<file path="src/rtl/lbus_master_pkg.sv">
// lbus_master_pkg: shared definitions for the local-bus initiator.
//   - Transfer size encodings (SZ_*).
//   - FSM state encodings (ST_*).
//   - lbus_misaligned(): flags commands that must not reach the bus.
package lbus_master_pkg;

    localparam logic [1:0] SZ_BYTE = 2'b00;
    localparam logic [1:0] SZ_HALF = 2'b01;
    localparam logic [1:0] SZ_WORD = 2'b10;
    localparam logic [1:0] SZ_RSVD = 2'b11;

    localparam logic [1:0] ST_IDLE = 2'b00;
    localparam logic [1:0] ST_WR   = 2'b01;
    localparam logic [1:0] ST_RD   = 2'b10;
    localparam logic [1:0] ST_RSP  = 2'b11;

    // Also rejects the reserved size so one check covers every error case.
    function automatic logic lbus_misaligned(input logic [1:0] size, input logic [1:0] off);
        case (size)
            SZ_BYTE: return 1'b0;
            SZ_HALF: return off[0];
            SZ_WORD: return off != 2'b00;
            default: return 1'b1;
        endcase
    endfunction

endpackage

</file>
<file path="src/rtl/lbus_lane.sv">
// lbus_lane: combinational byte-lane steering for the local-bus initiator.
// Optional feature macro: LBUS_MST_SEXT_EN (adds sign_ext input for signed byte/half reads).
// Ports:
//   size      in   transfer size (SZ_*)
//   offset    in   byte offset within the word
//   wdata_in  in   right-aligned write data
//   rdata_in  in   raw bus read data
//   sign_ext  in   sign-extend byte/half reads (only with LBUS_MST_SEXT_EN)
//   we_lanes  out  byte write enables
//   wdata_out out  write data replicated across lanes
//   rdata_out out  read data shifted down and extended to size
module lbus_lane #(
    parameter int unsigned XLEN = 32
) (
    input  logic [1:0]      size,
    input  logic [1:0]      offset,
    input  logic [XLEN-1:0] wdata_in,
    input  logic [XLEN-1:0] rdata_in,
`ifdef LBUS_MST_SEXT_EN
    input  logic            sign_ext,
`endif
    output logic [3:0]      we_lanes,
    output logic [XLEN-1:0] wdata_out,
    output logic [XLEN-1:0] rdata_out
);
    import lbus_master_pkg::*;

    logic            ext;
    logic [XLEN-1:0] shifted;

`ifdef LBUS_MST_SEXT_EN
    assign ext = sign_ext;
`else
    assign ext = 1'b0;
`endif

    assign shifted = rdata_in >> {offset, 3'b000};

    always_comb begin
        we_lanes  = 4'b0000;
        wdata_out = wdata_in;
        rdata_out = '0;
        case (size)
            SZ_BYTE: begin
                we_lanes  = 4'b0001 << offset;
                wdata_out = {4{wdata_in[7:0]}};
                rdata_out = {{(XLEN-8){ext & shifted[7]}}, shifted[7:0]};
            end
            SZ_HALF: begin
                we_lanes  = offset[1] ? 4'b1100 : 4'b0011;
                wdata_out = {2{wdata_in[15:0]}};
                rdata_out = {{(XLEN-16){ext & shifted[15]}}, shifted[15:0]};
            end
            SZ_WORD: begin
                we_lanes  = 4'b1111;
                wdata_out = wdata_in;
                rdata_out = shifted;
            end
            default: begin
                we_lanes  = 4'b0000;
                wdata_out = wdata_in;
                rdata_out = '0;
            end
        endcase
    end

endmodule

</file>
<file path="src/rtl/lbus_master.sv">
// lbus_master: local-bus initiator. Converts a valid/ready command stream into single
// sel/addr/we/wdata bus cycles and returns read data or write completion on a valid/ready
// response stream. One command outstanding at a time.
// Optional feature macro: LBUS_MST_SEXT_EN (adds cmd_signed for sign-extended byte/half reads).
// Ports:
//   clk, rst             clock, synchronous active-high reset
//   cmd_valid/cmd_ready  command handshake; cmd_ready is high only when idle
//   cmd_write            1 = write, 0 = read
//   cmd_size             00 byte, 01 half, 10 word, 11 reserved
//   cmd_addr             byte address (AWIDTH+2 bits)
//   cmd_wdata            right-aligned write data
//   cmd_signed           sign-extend byte/half reads (only with LBUS_MST_SEXT_EN)
//   rsp_valid/rsp_ready  response handshake
//   rsp_rdata            extracted read data, 0 for writes and errors
//   rsp_err              misaligned or reserved-size command
//   sel, addr, we, wdata registered local-bus outputs
//   rdata                bus read data
module lbus_master #(
    parameter int unsigned XLEN   = 32,
    parameter int unsigned AWIDTH = 8,
    parameter int unsigned RD_LAT = 1
) (
    input  logic              clk,
    input  logic              rst,
    input  logic              cmd_valid,
    output logic              cmd_ready,
    input  logic              cmd_write,
    input  logic [1:0]        cmd_size,
    input  logic [AWIDTH+1:0] cmd_addr,
    input  logic [XLEN-1:0]   cmd_wdata,
`ifdef LBUS_MST_SEXT_EN
    input  logic              cmd_signed,
`endif
    output logic              rsp_valid,
    input  logic              rsp_ready,
    output logic [XLEN-1:0]   rsp_rdata,
    output logic              rsp_err,
    output logic              sel,
    output logic [AWIDTH-1:0] addr,
    output logic [3:0]        we,
    output logic [XLEN-1:0]   wdata,
    input  logic [XLEN-1:0]   rdata
);
    import lbus_master_pkg::*;

    if (XLEN != 32) begin : g_xlen_check
        $error("lbus_master: XLEN must be 32");
    end
    if (RD_LAT < 1 || RD_LAT > 4) begin : g_rd_lat_check
        $error("lbus_master: RD_LAT must be in 1..4");
    end

    localparam logic [1:0] RD_CNT_INIT = 2'(RD_LAT - 1);

    logic [1:0]      state;
    logic [1:0]      size_q;
    logic [1:0]      off_q;
    logic [1:0]      rd_cnt;
    logic            sext_q;
    logic            accept;
    logic            bad_cmd;
    logic [1:0]      lane_size;
    logic [1:0]      lane_off;
    logic [3:0]      lane_we;
    logic [XLEN-1:0] lane_wdata;
    logic [XLEN-1:0] lane_rdata;

    assign cmd_ready = (state == ST_IDLE);
    assign accept    = cmd_valid & cmd_ready;
    assign bad_cmd   = lbus_misaligned(cmd_size, cmd_addr[1:0]);

    // The lane block serves both paths: live command fields steer write lanes at accept,
    // the captured fields steer read extraction while the bus cycle is in flight.
    assign lane_size = (state == ST_IDLE) ? cmd_size : size_q;
    assign lane_off  = (state == ST_IDLE) ? cmd_addr[1:0] : off_q;

    lbus_lane #(
        .XLEN(XLEN)
    ) u_lane (
        .size      (lane_size),
        .offset    (lane_off),
        .wdata_in  (cmd_wdata),
        .rdata_in  (rdata),
`ifdef LBUS_MST_SEXT_EN
        .sign_ext  (sext_q),
`endif
        .we_lanes  (lane_we),
        .wdata_out (lane_wdata),
        .rdata_out (lane_rdata)
    );

    always_ff @(posedge clk) begin
        if (rst) begin
            state     <= ST_IDLE;
            size_q    <= SZ_BYTE;
            off_q     <= 2'b00;
            rd_cnt    <= 2'b00;
            sext_q    <= 1'b0;
            sel       <= 1'b0;
            we        <= 4'b0000;
            addr      <= '0;
            wdata     <= '0;
            rsp_valid <= 1'b0;
            rsp_rdata <= '0;
            rsp_err   <= 1'b0;
        end else begin
            case (state)
                ST_IDLE: begin
                    if (accept) begin
                        size_q    <= cmd_size;
                        off_q     <= cmd_addr[1:0];
`ifdef LBUS_MST_SEXT_EN
                        sext_q    <= cmd_signed;
`else
                        sext_q    <= 1'b0;
`endif
                        rsp_rdata <= '0;
                        rsp_err   <= bad_cmd;
                        if (bad_cmd) begin
                            // Rejected commands never touch the bus.
                            rsp_valid <= 1'b1;
                            state     <= ST_RSP;
                        end else begin
                            addr  <= cmd_addr[AWIDTH+1:2];
                            wdata <= lane_wdata;
                            sel   <= 1'b1;
                            if (cmd_write) begin
                                we    <= lane_we;
                                state <= ST_WR;
                            end else begin
                                we     <= 4'b0000;
                                rd_cnt <= RD_CNT_INIT;
                                state  <= ST_RD;
                            end
                        end
                    end
                end
                ST_WR: begin
                    sel       <= 1'b0;
                    we        <= 4'b0000;
                    rsp_valid <= 1'b1;
                    state     <= ST_RSP;
                end
                ST_RD: begin
                    if (rd_cnt == 2'b00) begin
                        rsp_rdata <= lane_rdata;
                        sel       <= 1'b0;
                        rsp_valid <= 1'b1;
                        state     <= ST_RSP;
                    end else begin
                        rd_cnt <= rd_cnt - 2'd1;
                    end
                end
                ST_RSP: begin
                    if (rsp_ready) begin
                        rsp_valid <= 1'b0;
                        state     <= ST_IDLE;
                    end
                end
                default: state <= ST_IDLE;
            endcase
        end
    end

endmodule
</file>
<file path="config.mk">
export PLATFORM = sky130hd
export DESIGN_NAME = lbus_master
export DESIGN_NICKNAME = d
export VERILOG_FILES = /design/src/rtl/lbus_master_pkg.sv /design/src/rtl/lbus_lane.sv /design/src/rtl/lbus_master.sv
export SDC_FILE = /design/constraint.sdc
export NUM_CORES = 1
export LEC_CHECK = 0
export CAP_MARGIN = 20
export CORE_MARGIN = 2
export CORE_UTILIZATION = 25
export DETAILED_ROUTE_END_ITERATION = 10
export GPL_ROUTABILITY_DRIVEN = 0
export HOLD_SLACK_MARGIN = 0.08
export MAX_ROUTING_LAYER = met4
export PLACE_DENSITY = 0.52
export SLEW_MARGIN = 20
export SYNTH_ARGS = -nofsm -noshare
export SYNTH_HDL_FRONTEND = slang
export SYNTH_SLANG_ARGS = --single-unit
</file>
<file path="constraint.sdc">
create_clock -name clk -period 3.6 [get_ports clk]
set_input_delay 0.54 -clock clk [delete_from_list [all_inputs] [get_ports clk]]
set_output_delay 0.54 -clock clk [all_outputs]
set_load 0.05 [all_outputs]
</file>
-- Word-level counts from Yosys, hierarchy flattened
Cells that the tools add are included.
- bits in registers: 87
- bits of input ports: 81
- bitwise logic cells: 2
- equality and inequality tests: 14
- reduce and logical (&&, ||, !) cells: 16
- add/sub/neg operators: 1
- shift-type cells: 2
- multiplexer cells: 34
- operators with widths (operator ; number):
    $pmux 32 s2 ; 2
    $pmux 32 s3 ; 1
    $mux 32 ; 2
    $shr 32x5->32 ; 1
    $mux 2 ; 11
    $mux 4 ; 4
    $pmux 4 s3 ; 1
    $reduce_and 3->1 ; 4
    $ne 2x2->1 const B ; 5
    $eq 2x2->1 const B ; 4
    $logic_not 2->1 ; 4
    $pmux 2 s4 ; 1
    $pmux 4 s2 ; 1
    $reduce_and 4->1 ; 2
    $mux 1 ; 7
    $eq 2x1->1 const B ; 3
    $pmux 1 s3 ; 2
    $reduce_bool 2->1 ; 3
    $reduce_and 5->1 ; 1
    $ne 2x1->1 const B ; 2
    $pmux 1 s4 ; 1
    $pmux 2 s2 ; 1
    $shl 1x2->4 const A ; 1
    $reduce_bool 3->1 ; 1
    other kinds (4) ; 4

-- Logic depth before layout (Yosys ltp)
Gate-level depths: netlist of run 1.
- depth in word-level cells: 8
- depth in mapped cells: 9
- gate-level depth less buffers: 6

-- By module
From an unflattened synthesis of run 1, not the netlist that was laid out.
- cell total of the unflattened synthesis: 531
- area total of the unflattened synthesis: 4367.9 um^2
- modules (own cells, without submodules) (module ; area each (um^2) ; instances ; cells each):
    lbus_master ; 3294.4 ; 1 ; 380
    lbus_lane ; 1073.5 ; 1 ; 151

-- Least setup slack after synthesis of run 1
No wires, ideal clock.
- kind: flip-flop to flip-flop
- start: reg state[0]
- end: reg rsp_rdata[2]
- slack: 1278 ps
- arrival: 2190 ps
- library setup time: 132 ps
- required time: 3468 ps
- stages on the path, launching flop included: 8
- cells stage by stage: dfxtp_1 inv_1 ha_1 buf_6 mux2i_4 mux2_2 o2111ai_1 a21oi_1
- cells in the longest elaborated chain, start to end: 6
- elaborated cells on any way between the ends: 16
- those cells by class: eq/ne (5); shift (1); mux (5); bitwise (1); reduce/logical (4)
- RTL lines (item ; line ; text):
    start: declaration ; lbus_master.sv:55 ; logic [1:0] state;
    start signal: assignment ; lbus_master.sv:94 ; state <= ST_IDLE;
    start signal: assignment ; lbus_master.sv:122 ; state <= ST_RSP;
    start signal: assignment ; lbus_master.sv:129 ; state <= ST_WR;
    $logic_not 2->1 * ; lbus_master.sv:68 ; assign cmd_ready = (state == ST_IDLE);
    named net cmd_ready ; lbus_master.sv:26 ; output logic cmd_ready,
    $mux 2 (on tied branches) ; lbus_master.sv:75, lbus_master.sv:74 ;
    $shr 32x5->32 (tied with other cells) ; lbus_lane.sv:37 ; assign shifted = rdata_in >> {offset, 3'b000};
    $pmux 32 s3 ; lbus_lane.sv:43 ; case (size)
    $mux 32 ; lbus_master.sv:145 ; if (rd_cnt == 2'b00) begin
    $pmux 32 s2 ; lbus_master.sv:107 ; case (state)
    end signal: assignment ; lbus_master.sv:146 ; rsp_rdata <= lane_rdata;
    end: declaration ; lbus_master.sv:36 ; output logic [XLEN-1:0] rsp_rdata,
Mark *: on every way through the listed nets, which the timed path passes. The rest lies on a longest branch. The select of a mux whose other input is x is not followed.
A chain may end at the register's enable or synchronous reset.

-- Worst setup path in the final report of run 1
- start: reg state[0]
- end: reg rsp_rdata[9]
- cells in the longest elaborated chain, start to end: 6
- elaborated cells on any way between the ends: 16
- those cells by class: eq/ne (5); shift (1); mux (5); bitwise (1); reduce/logical (4)
- RTL lines (item ; line):
    $logic_not 2->1 ; -
    $mux 2 (on tied branches) ; lbus_master.sv:75, lbus_master.sv:74
    $shr 32x5->32 (tied with other cells) ; lbus_lane.sv:37
    $pmux 32 s3 ; lbus_lane.sv:43
    $mux 32 ; lbus_master.sv:145
    $pmux 32 s2 ; lbus_master.sv:107
Several ways; a longest one is shown, not always the timed one. The select of a mux whose other input is x is not followed.

==> impl_metrics.py, run 1 <==
metrics = {
    "outcome": {
        "status": "complete, no violations",
    },
    "final_layout": {
        "layout-drive-gt1-share_pct": 7.41,
        "antennaDiodeCount": 0,
        "final_core_util_pct": 37.4,
        "nNetsFinal": 730,
        "area_growth_pct": 47.4,
    },
    "detailed_routing": {
        "wl_per_cell_microns": 17.2,
        "postRouteAntennaNets": 0,
        "via_per_inst": 4.90,
        "drtPass1Iterations": 5,
        "drt-total-wl_microns": 15000,
        "vias": 4278,
        "drt_iter0_drc": 205,
        "route.detailed.drc": 0,
    },
    "setup_path": {
        "critPathLaunch": "state[0]$_SDFFE_PP0P_",
        "r2r_cells": 7,
        "path_max_fanout": 27,
        "end_kind": "flop",
        "reg2reg_from": "state[0]$_SDFFE_PP0P_",
        "crit_type": "reg -> reg",
        "critical_path_arrival_ps": 3500,
        "startpoint_type": "flop",
        "crit_required_ps": 3880,
        "worstReg2RegEnd": "rsp_rdata[9]$_SDFFE_PP0P_",
        "r2r_slack_ps": 380,
    },
    "min_path": {
        "min_to": "rsp_rdata[0]$_SDFFE_PP0P_",
        "hold_class": "reg -> reg",
        "min_delay_path_depth": 2,
        "hold_path_startpoint": "rsp_rdata[0]$_SDFFE_PP0P_",
    },
    "timing": {
        "hold_violations": 0,
        "fin_crit_sh_pct": 89.4,
        "fmax_ghz": 0.311,
        "timing.hold.ws_ps": 452,
        "setup_viol": 0,
        "finClkSkew_ps": 7.71,
        "worstMarginPinSlew_ps": 870,
        "slew_headroom_pct": 42.0,
        "rsz0062_at_grt": "no",
        "period_minus_slack_ps": 3220,
        "setup_tns_ps": 0,
        "finalMaxSlewViolations": 0,
    },
    "power": {
        "p_leak_uw": 0.00230,
        "combPwrFrac_pct": 50.9,
        "seqPwrFrac_pct": 25.7,
        "clockPowerShare_pct": 23.4,
        "power.density_nw_per_um2": 730,
        "p_int_uw": 2660,
        "power_switching_uw": 2030,
        "ir_worst_vdd_v": 0.000270,
        "p_sw_share_pct": 43.3,
    },
    "logic_synthesis": {
        "synthesis.nets": 593,
        "yosys.area.top_type": "dfxtp_1",
        "synth_area_sq_um": 4360,
        "synth_seq_cells": 87,
        "ys.flop_type": "dfxtp_1",
        "ys.warnings.count": 0,
        "synthCells": 506,
        "synth_top_area_share_pct": 39.9,
        "yosysMostFrequentCell": "dfxtp_1",
        "ys_types": 47,
        "seq_area_frac_synth_pct": 39.9,
        "synth_edf_count": 0,
        "synthTopCellsByArea": "dfxtp_1 (40%), nand2_1 (6.9%), a21oi_1 (6.5%)",
        "async_flop_share_pct": 0,
        "synthTopCellsByCount": "dfxtp_1 (87), nand2_1 (80), a21oi_1 (57), nor2_1 (38), mux2i_1 (25)",
        "syn_area_per_cell_sq_um": 8.62,
    },
    "cts": {
        "ctsHoldBuffers": 0,
        "cts_resized": 0,
        "cts_buffers": 9,
        "clock_sinks": 87,
        "post_cts_buffers": 0,
        "clk_latency_ps": 350,
        "cts_tree": "yes",
        "htreeDepth": 3,
        "clk_pin_slew_worst_paths_ps": 70,
        "cts-root-buf": "clkbuf_16",
        "clock_path_buffers": 2,
    },
    "floorplan": {
        "pin_count": 161,
        "die_w_microns": 136,
        "die-area_sq_um": 18500,
        "coreArea_sq_um": 17200,
        "rows": 48,
        "fp.dieH_microns": 136,
        "initial_core_util_pct": 25.4,
    },
    "place": {
        "io_buffers": 160,
        "hpwl_microns": 11200,
    },
    "global_route": {
        "grt-ovfl-total": 0,
        "grt_usage_pct": 16.5,
        "grt_pass1_vias": 4167,
        "antenna_found_initial": 0,
        "grt_first_pass_wirelength_microns": 22800,
        "grt_max_degree": 53,
    },
    "run": {
        "max-cap-violations": 0,
    },
}
[registers in the layout, indices dropped and copies added (netlist names)]
signal     cells
off_q          2
sel            1
size_q         2
we             4
rsp_rdata     32
addr           8
rsp_err        1
rsp_valid      1
rd_cnt         2
state          2
wdata         32
[critical path, cell delays in order, from the launching register on]
cell and delay [ps]:
dfxtp_1 340, inv_1 110, ha_1 540, buf_4 410, nor2b_2 480, or3_1 500
nor2b_1 530, a22o_1 240
[area by class of cell]
class / instances / area, sq um
sequential: 87 / 1740
inverter: 16 / 60.1
fill: 1790 / 10700
clock inverter: 5 / 104
timing repair buffer: 167 / 1650
clock buffer: 11 / 243
tap: 225 / 282
multi-input combinational: 362 / 2350
[per-stage QoR]
| stage | instance area (sq um) | setup slack [ps] | std cells | total power [uW] |
|---|---|---|---|---|
| CTS | 6430 | 418 | 873 | 4750 |
| detailed placement | 6080 | 444 | 857 | 3630 |
| global route | 6430 | 138 | 873 | 4980 |
| floorplan | 4360 | 1280 | 506 | 2980 |
| finish | 6430 | 383 | 873 | 4700 |
| global placement | 6080 | 643 | 857 | 3600 |
[routing by layer]
layer,routed length (microns),share of wire (%),GRT usage [%],vias up
met5,0,0,-,-
met4,358,2.4,5.67,0
met3,911,6.1,4.03,29
met2,6980,47,25.6,145
met1,6740,45,20.9,1994
li1,-,-,-,2110
[power groups by stage]
stage	combinational, uW	sequential (uW)	clock [uW]
final	2390	1210	1100
after floorplan	1360	1610	0
after detailed placement	2400	1230	0
after CTS	2410	1210	1130
after global routing	2580	1230	1160
after global placement	2380	1220	0
[cell families (layout without fill, tap and decap cells)]
group | Yosys count | count (layout) | synth area share, %
compound gates | 139 | 139 | 22.0
mux | 40 | 40 | 10.5
simple gates | 176 | 176 | 19.3
fa+ha+maj | 6 | 6 | 1.72
buf+inv | 57 | 199 | 6.39
flops | 87 | 87 | 39.9
xor+xnor | 1 | 1 | 0.201
[cells in the final DEF, fill, tap and decap left out, types with 2 or more instances in the layout]
| master | netlist | final |
|---|---|---|
| o211ai_1 | 2 | 2 |
| nand2b_1 | 3 | 3 |
| clkbuf_16 | 0 | 9 |
| o21ai_0 | 2 | 2 |
| nor4_4 | 2 | 2 |
| a221oi_1 | 2 | 2 |
| mux2i_4 | 3 | 3 |
| dfxtp_1 | 87 | 87 |
| o2bb2ai_1 | 8 | 8 |
| and2_1 | 2 | 2 |
| a311oi_1 | 9 | 9 |
| nor2_1 | 38 | 38 |
| clkdlybuf4s50_1 | 0 | 159 |
| o2111ai_1 | 10 | 10 |
| nand3_1 | 9 | 9 |
| a211o_1 | 9 | 9 |
| ha_1 | 6 | 6 |
| or2_2 | 2 | 2 |
| nand4_1 | 8 | 8 |
| mux2i_1 | 25 | 25 |
| nor2b_1 | 4 | 4 |
| buf_4 | 2 | 7 |
| inv_1 | 16 | 16 |
| nor4_1 | 8 | 8 |
| a32oi_1 | 8 | 8 |
| a22o_1 | 10 | 10 |
| mux2_2 | 11 | 11 |
| a21oi_1 | 57 | 57 |
| bufinv_16 | 0 | 3 |
| and3_1 | 2 | 2 |
| or3_1 | 9 | 9 |
| nand2_1 | 80 | 80 |
| nor3_1 | 3 | 3 |
| a211oi_1 | 10 | 10 |
| a31oi_1 | 8 | 8 |
[worst max-delay path by stage]
stage,slack (ps),cells past startpoint,to
6_report,380,7,rsp_rdata[9]$_SDFFE_PP0P_
5_1_grt,140,7,rsp_rdata[10]$_SDFFE_PP0P_
4_1_cts,420,7,rsp_rdata[9]$_SDFFE_PP0P_
3_5_place_dp,440,7,rsp_rdata[9]$_SDFFE_PP0P_
3_3_place_gp,640,7,rsp_rdata[9]$_SDFFE_PP0P_
2_1_floorplan,1280,7,rsp_rdata[2]$_SDFFE_PP0P_
(Power assumes the default switching activity.)
==> run 2, diff against run 1 <==
--- a/config.mk
+++ b/config.mk
@@ -5,7 +5,6 @@
 export SDC_FILE = /design/constraint.sdc
 export NUM_CORES = 1
 export LEC_CHECK = 0
-export CAP_MARGIN = 20
 export CORE_MARGIN = 2
 export CORE_UTILIZATION = 25
 export DETAILED_ROUTE_END_ITERATION = 10
==> results of run 2 <==
The final DEF is identical to that of run 1; final timing and power are the same.
==> run 3, diff against run 2 <==
--- a/config.mk
+++ b/config.mk
@@ -5,13 +5,13 @@
 export SDC_FILE = /design/constraint.sdc
 export NUM_CORES = 1
 export LEC_CHECK = 0
-export CORE_MARGIN = 2
 export CORE_UTILIZATION = 25
+export CTS_CLUSTER_SIZE = 24
 export DETAILED_ROUTE_END_ITERATION = 10
 export GPL_ROUTABILITY_DRIVEN = 0
 export HOLD_SLACK_MARGIN = 0.08
 export MAX_ROUTING_LAYER = met4
-export PLACE_DENSITY = 0.52
+export PLACE_DENSITY = 0.54
 export SLEW_MARGIN = 20
 export SYNTH_ARGS = -nofsm -noshare
 export SYNTH_HDL_FRONTEND = slang
==> constraint.sdc (replaced) <==
create_clock -name clk -period 2.7 [get_ports clk]
set_input_delay 0.405 -clock clk [delete_from_list [all_inputs] [get_ports clk]]
set_output_delay 0.405 -clock clk [all_outputs]
set_load 0.05 [all_outputs]
==> run 3 against run 2 <==
Compared with the run above: die area decreased by 2.9%; non-clock buffer count grew 13; total power up 32%; final area is 0.95% higher; clock power rose by 14%; sequential power up 33%; critical path type unchanged.
==> impl_metrics.py, run 3 (synthesis gave the netlist of run 1 again) <==
metrics = {
    "timing": {
        "timing.final.ws_setup_ps": 340,
        "worstMarginPinSlew_ps": 758,
        "setup_tns_ps": 0,
        "fmax_ghz": 0.424,
        "hold_violations": 0,
        "finalMaxSlewViolations": 0,
        "finClkSkew_ps": 4.93,
        "rsz0062_at_grt": "no",
        "period_minus_slack_ps": 2360,
        "timing.hold.ws_ps": 453,
        "slew_headroom_pct": 49.5,
        "fin_crit_sh_pct": 87.4,
        "setup_viol": 0,
    },
    "place": {
        "place_ws_ps": 140,
        "io_buffers": 160,
        "placed_cells": 865,
        "hpwl_microns": 11400,
    },
    "power": {
        "ir_worst_vdd_v": 0.000324,
        "power_uw": 6190,
        "p_leak_uw": 0.00234,
        "power.density_nw_per_um2": 953,
    },
    "cts": {
        "clk_pin_slew_worst_paths_ps": 60,
        "cts_buffers": 9,
        "cts_tree": "yes",
        "clock_sinks": 87,
        "post_cts_buffers": 0,
        "clk_latency_ps": 340,
        "clock_path_buffers": 2,
        "ctsHoldBuffers": 0,
        "cts-root-buf": "clkbuf_16",
        "htreeDepth": 3,
    },
    "setup_path": {
        "r2r_cells": 8,
        "end_kind": "flop",
        "worstReg2RegEnd": "rsp_rdata[31]$_SDFFE_PP0P_",
        "reg2reg_from": "state[0]$_SDFFE_PP0P_",
        "critical_path_arrival_ps": 2630,
        "path_cells": "inv_1 -> ha_2 -> buf_4 -> mux2_4 -> nor3_4 -> buf_4 -> nand4_1 -> a21oi_1",
        "path_max_fanout": 22,
        "crit_required_ps": 2970,
        "startpoint_type": "flop",
        "crit_type": "reg -> reg",
        "r2r_slack_ps": 340,
        "slowest_stage": "mux2_4",
        "slowest_delay_ps": 390,
        "endpoint": "rsp_rdata[31]$_SDFFE_PP0P_",
        "critPathLaunch": "state[0]$_SDFFE_PP0P_",
        "cpMostUsedCell": "buf_4",
    },
    "final_layout": {
        "layout-drive-gt1-share_pct": 9.24,
        "nNetsFinal": 743,
        "mostFrequentLayoutCell": "clkdlybuf4s50_1",
        "area_growth_pct": 48.8,
        "antennaDiodeCount": 0,
        "reg_top3": "rsp_rdata x32, wdata x32, addr x8",
        "layout_common_cells": "clkdlybuf4s50_1 (158), dfxtp_1 (87), nand2_1 (80)",
        "stdcell_count": 880,
    },
    "global_route": {
        "grt_pass1_vias": 4098,
        "grt_usage_pct": 17.0,
        "grt_max_degree": 53,
        "grt-ovfl-total": 0,
        "grt_first_pass_wirelength_microns": 23000,
        "antenna_found_initial": 0,
    },
    "run": {
        "max-cap-violations": 0,
    },
    "detailed_routing": {
        "drt_iter0_drc": 289,
        "postRouteAntennaNets": 0,
        "via_per_inst": 4.92,
        "wl_per_cell_microns": 17.1,
        "route.detailed.drc": 0,
        "drt-total-wl_microns": 15000,
        "vias": 4331,
        "drtPass1Iterations": 4,
    },
    "floorplan": {
        "fp.dieH_microns": 134,
        "die-area_sq_um": 18000,
        "initial_core_util_pct": 25.9,
        "die_w_microns": 134,
        "pin_count": 161,
        "coreArea_sq_um": 16800,
        "rows": 47,
    },
    "outcome": {
        "status": "complete, no violations",
    },
    "min_path": {
        "hold_class": "reg -> reg",
    },
}
==> run 3: worst min-delay path by stage <==
stage | from | depth (start not counted) | to
floorplan | rd_cnt[1]$_SDFFE_PP0P_ | 2 | rd_cnt[1]$_SDFFE_PP0P_
global placement | wdata[3]$_SDFFE_PP0P_ | 2 | wdata[3]$_SDFFE_PP0P_
detailed placement | rsp_rdata[3]$_SDFFE_PP0P_ | 2 | rsp_rdata[3]$_SDFFE_PP0P_
CTS | rsp_rdata[0]$_SDFFE_PP0P_ | 2 | rsp_rdata[0]$_SDFFE_PP0P_
global route | rsp_rdata[4]$_SDFFE_PP0P_ | 2 | rsp_rdata[4]$_SDFFE_PP0P_
finish | rsp_rdata[0]$_SDFFE_PP0P_ | 2 | rsp_rdata[0]$_SDFFE_PP0P_
==> run 3: worst max-delay path: cells and delay by family (launching register included) <==
family          cells  cell delay [ps]
flops               1              350
mux                 1              390
compound gates      1              170
fa+ha+maj           1              280
buf+inv             3              650
simple gates        2              450
==> run 3: where the power goes <==
| group | internal [uW] | switching (uW) | total (uW) |
|---|---|---|---|
| sequential | 1480 | 134 | 1610 |
| clock | 738 | 514 | 1250 |
| combinational | 1250 | 2070 | 3320 |
==> run 3: metrics by stage <==
step           area, sq um  util, %
2_1_floorplan         4360        -
3_3_place_gp          6200     36.8
3_5_place_dp          6200     36.8
4_1_cts               6490     38.6
5_1_grt               6490     38.6
6_report              6490     38.6
==> run 3: layer usage <==
metal  GRT usage, %  vias up  share of wire [%]
met5              -        -                  0
met4           5.68        0                2.0
met3           3.74       20                6.6
met2           26.9      120                 47
met1           21.3     2055                 44
li1               -     2136                  -
==> run 3: cell type report <==
| class | count | area, sq um |
|---|---|---|
| fill | 1715 | 10300 |
| multi-input combinational | 362 | 2360 |
| timing repair buffer | 180 | 1770 |
| sequential | 87 | 1740 |
| tap | 220 | 275 |
| clock buffer | 12 | 246 |
| inverter | 16 | 60.1 |
| clock inverter | 3 | 43.8 |
==> run 3: repair_timing <==
item,in CTS,in global routing
endpoints found under the setup margin,0,8
resized for setup,0,2
endpoints found under the hold margin,0,0
